$ cat config.mk
export PLATFORM = sky130hd
export DESIGN_NAME = booth_seq_multiplier
export DESIGN_NICKNAME = d
export VERILOG_FILES = /design/src/rtl/booth_seq_multiplier.sv
export SDC_FILE = /design/constraint.sdc
export NUM_CORES = 1
export LEC_CHECK = 0
export ABC_AREA = 1
export BUFFER_PORTS_ARGS = -buffer_cell sky130_fd_sc_hd__buf_2
export CAP_MARGIN = 20
export CORE_MARGIN = 2
export CORE_UTILIZATION = 40
export CTS_BUF_LIST = sky130_fd_sc_hd__clkbuf_8
export DETAILED_ROUTE_END_ITERATION = 6
export PLACE_DENSITY = 0.61
export SYNTH_ARGS = -nofsm -noshare
export SYNTH_HDL_FRONTEND = slang
export SYNTH_SLANG_ARGS = --single-unit
$ cat constraint.sdc
create_clock -name i_clk -period 4.54 [get_ports i_clk]
set_input_delay 0.908 -clock i_clk [delete_from_list [all_inputs] [get_ports i_clk]]
set_output_delay 0.908 -clock i_clk [all_outputs]
set_load 0.02 [all_outputs]
$ cat src/rtl/booth_seq_multiplier.sv
// booth_seq_multiplier: iterative radix-2 Booth multiplier for signed operands,
// with valid/ready handshakes on both the operand and the product side.
module full_adder (
    input  logic a_i,
    input  logic b_i,
    input  logic c_i,
    output logic s_o,
    output logic c_o
);
    assign s_o = a_i ^ b_i ^ c_i;
    assign c_o = (a_i & b_i) | (c_i & (a_i ^ b_i));
endmodule

module booth_seq_multiplier #(
    parameter int WIDTH = 8
) (
    input  logic               i_clk,
    input  logic               i_rst_n,
    input  logic               i_valid,
    output logic               o_ready,
    input  logic [WIDTH-1:0]   i_multiplicand,
    input  logic [WIDTH-1:0]   i_multiplier,
    output logic               o_valid,
    input  logic               i_ready,
    output logic [2*WIDTH-1:0] o_product,
    output logic               o_busy
);
    localparam int CW = $clog2(WIDTH + 1);

    typedef enum logic [1:0] {IDLE, CALC, DONE} state_t;

    state_t             state_q;
    logic [WIDTH-1:0]   m_q, q_q;
    logic [WIDTH:0]     a_q;
    logic               qm1_q;
    logic [CW-1:0]      cnt_q;
    logic               ready_q, valid_q, busy_q;
    logic [2*WIDTH-1:0] product_q;

    logic [WIDTH:0]     m_sx, addend, sum, acc, a_d;
    logic [WIDTH-1:0]   q_d;
    logic [WIDTH:0]     carry;
    logic               carry_unused, sub, add;

    assign sub      = q_q[0] & ~qm1_q;
    assign add      = ~q_q[0] & qm1_q;
    assign m_sx     = {m_q[WIDTH-1], m_q};
    assign addend   = sub ? ~m_sx : m_sx;
    assign carry[0] = sub;

    // Guard bit in A keeps -2^(WIDTH-1) exact when it is subtracted.
    for (genvar i = 0; i <= WIDTH; i++) begin : g_fa
        if (i == WIDTH) begin : g_top
            full_adder u_fa (.a_i(a_q[i]), .b_i(addend[i]), .c_i(carry[i]), .s_o(sum[i]), .c_o(carry_unused));
        end else begin : g_mid
            full_adder u_fa (.a_i(a_q[i]), .b_i(addend[i]), .c_i(carry[i]), .s_o(sum[i]), .c_o(carry[i+1]));
        end
    end

    assign acc = (sub | add) ? sum : a_q;
    assign a_d = {acc[WIDTH], acc[WIDTH:1]};
    assign q_d = {acc[0], q_q[WIDTH-1:1]};

    always_ff @(posedge i_clk or negedge i_rst_n) begin
        if (!i_rst_n) begin
            state_q   <= IDLE;
            m_q       <= '0;
            q_q       <= '0;
            a_q       <= '0;
            qm1_q     <= 1'b0;
            cnt_q     <= '0;
            ready_q   <= 1'b1;
            valid_q   <= 1'b0;
            busy_q    <= 1'b0;
            product_q <= '0;
        end else begin
            case (state_q)
                IDLE: if (i_valid) begin
                    m_q     <= i_multiplicand;
                    q_q     <= i_multiplier;
                    a_q     <= '0;
                    qm1_q   <= 1'b0;
                    cnt_q   <= CW'(WIDTH);
                    state_q <= CALC;
                    ready_q <= 1'b0;
                    busy_q  <= 1'b1;
                end
                CALC: begin
                    a_q   <= a_d;
                    q_q   <= q_d;
                    qm1_q <= q_q[0];
                    cnt_q <= cnt_q - CW'(1);
                    if (cnt_q == CW'(1)) begin
                        state_q   <= DONE;
                        valid_q   <= 1'b1;
                        product_q <= {a_d[WIDTH-1:0], q_d};
                    end
                end
                DONE: if (i_ready) begin
                    state_q <= IDLE;
                    valid_q <= 1'b0;
                    ready_q <= 1'b1;
                    busy_q  <= 1'b0;
                end
                default: state_q <= IDLE;
            endcase
        end
    end

    assign o_ready   = ready_q;
    assign o_valid   = valid_q;
    assign o_busy    = busy_q;
    assign o_product = product_q;
endmodule

==> flow_summary.ini <==
[setup_path]
path_cells = ha_1 -> xor2_1 -> fa_1 -> fa_1 -> fa_1 -> fa_1 -> inv_1 -> fa_1 -> fa_1 -> fa_1 -> o21ai_0 -> nand2_1 -> o21ai_0
critPathLaunchType = register
path_class = reg2reg
slowest_stage = fa_1
max_stage_delay_ns = 0.43
critPathRequiredTime_ns = 4.76
crit_path_end_kind = register
r2r_cells = 13
cpMostUsedCell = fa_1
arrival_ns = 4.12
crit_path_max_fanout = 8

[synth]
ys.flop_type = dfrtp_1
yosys_register_bits = 50
synth_cell_types = 22
yosys.area.top_type_share = 0.514
synth_fp_nets = 308
synth_enable_flop_cells = 0
postSynthCellCount = 277
synth_warnings = 0
synth_commonest_cells = nand2_1 (135), dfrtp_1 (49), inv_1 (21), o21ai_0 (16), nand3_1 (13)
synth-seq-area-share = 0.525
yosysMostFrequentCell = nand2_1
syn_area_um2 = 2390
synth_area_leaders = dfrtp_1 (51%), nand2_1 (21%), fa_1 (6.7%)
synthArstFlopShare = 1.00
synth_area_leader_cell = dfrtp_1
syn_area_per_cell_um2 = 8.61

[power_and_ir_drop]
irDropWorstVdd_v = 0.000252
p_leak_nw = 1.51
power_density_nw_per_um2 = 750

[die]
die_x_um = 81.2
start_util = 0.408
ioPinCount = 39
fp.dieArea_um2 = 6600
core_area_um2 = 5850
num_rows = 28
die_y_um = 81.2

[timing]
rsz0062_at_grt = no
fmax_ghz = 0.257
finalCritPeriodShare = 0.859
min_period_ns = 3.90
finalMaxSlewViolations = 0
hold_viol = 0
fin_ws_ns = 0.641
worstMarginPinSlew_ns = 0.642
setup_viol = 0
slew_headroom = 0.572
fin_skew_ns = 0.00622
setup_tns_ns = 0

[flow_run]
maxCapViolCount = 0

[placement]
place_inst = 383
pre_cts_slack_ns = 0.630
hpwl_um = 3240
port_buffers = 38
place_area_um2 = 2630
gp_congestion = 0.774

[cts]
path_clk_slew_ns = 0.09
numCtsBuffers = 5
htree_levels = 2
cts_buffer_depth = 2
clock-sinks = 50
cts_resized = 0
cts_tree = yes
clock_latency_ns = 0.30
ctsHoldBuffers = 0
root_buffer = clkbuf_8
postCtsSetupBuffers = 0

[route]
wl_met1_um = 2230
ant_nets = 0
wl_met2_um = 2100
drt_pass1_iterations = 4
avgRoutedWirePerCell_um = 11.8
routed-wl-met3_um = 215
num_vias = 1788
highest_layer = met4
drt_iter0_drc = 93
viasPerCell = 4.57
wl_um = 4610
post-route-drc-count = 0

[global_route]
grt-ovfl-total = 0
grt_max_degree = 51
grt_pass1_vias = 1732
grt_antenna_before_repair = 0
track_usage = 0.158
grt_pass1_wl_um = 7970

[cells_and_area]
fin_nets = 346
instances_no_fill = 391
drive_gt1_frac = 0.165
fillers = 598
syn2layout_area_growth_pct = 14.7
final_area_um2 = 2740
regArea_um2 = 1250
diodes = 0
multi_input_area_um2 = 993
fin_util = 0.468

[min_path]
worstHoldPathCells = 2
hp-class = reg2reg

[run_status]
status = completed
-- report_power, final --
part	leakage [nW]	total (mW)	switching (mW)	internal (mW)
clock network	0.0556	0.308	0.146	0.162
logic	0.831	0.975	0.625	0.350
registers	0.626	0.769	0.126	0.643
-- stage by stage --
step	hold WS [ns]	power, mW
after floorplan	0.468	1.52
after global placement	0.448	1.74
after detailed placement	0.454	1.77
after CTS	0.478	2.08
after global routing	0.498	2.28
final	0.471	2.05
-- cell families after synthesis --
family,count (synthesis),share of synthesized area
adder cells (fa/ha/maj),11,0.0829
flip-flops,50,0.525
buffers and inverters,31,0.0587
XOR/XNOR,7,0.0257
AND/OR/NAND/NOR,159,0.265
AO/OA/AOI/OAI,19,0.0425
-- state kept, by name (all words and copies together), names as in the netlist --
register,cells
a_q,8
cnt_q,4
m_q,8
o_busy,1
o_product,16
o_ready,1
o_valid,1
q_q,8
qm1_q,1
state_q,2
-- layout by cell type, fill, tap and decap left out --
| cell | count |
|---|---|
| ha_1 | 3 |
| buf_4 | 2 |
| nand3_1 | 13 |
| nand2_1 | 135 |
| o22ai_1 | 1 |
| clkinvlp_4 | 1 |
| o31ai_1 | 1 |
| nor2_4 | 2 |
| nor2_1 | 7 |
| dfrtp_1 | 49 |
| and3_1 | 1 |
| o21ai_0 | 16 |
| xor2_1 | 4 |
| fa_1 | 8 |
| xnor2_1 | 3 |
| buf_2 | 38 |
| bufinv_16 | 1 |
| inv_1 | 22 |
| clkbuf_8 | 5 |
| a21o_1 | 1 |
| dfstp_2 | 1 |
| inv_2 | 1 |
| nand2_2 | 1 |
-- path summary, 6_finish.rpt --
path | start | endpoint | slack [ns]
max in group asynchronous | i_rst_n | o_product[11] | 3.40
setup / recovery | q_q[0] | a_q[6] | 0.64
min in group asynchronous | i_rst_n | m_q[7] | 0.70
hold / removal | o_product[2] | o_product[2] | 0.47
hold reg to reg | o_product[2] | o_product[2] | 0.47
setup reg to reg | q_q[0] | a_q[6] | 0.64
-- cell type report --
type	instances	area share
sequential	50	0.457
clock buffer	5	0.0251
multi-input combinational	196	0.363
inverter	22	0.0302
timing repair buffer	40	0.0750
tap	75	0.0343
clock inverter	3	0.0151
-- worst max-delay path, delay by kind of cell (launching register included) --
| family | cells | cell delay, ns |
|---|---|---|
| AOI/OAI and AO/OA | 2 | 0.32 |
| xor gates and xnor gates | 1 | 0.23 |
| adders and majority gates | 8 | 2.73 |
| buffers and inverters | 1 | 0.07 |
| DFF | 1 | 0.40 |
| and+or+nand+nor | 1 | 0.07 |
-- per-layer routing --
metal,vias to the layer above,global-route usage
met1,824,0.218
li1,918,-
met4,0,0.0559
met2,39,0.248
met5,-,0
met3,7,0.0333
Note: power is estimated with default switching activity, not from simulation.
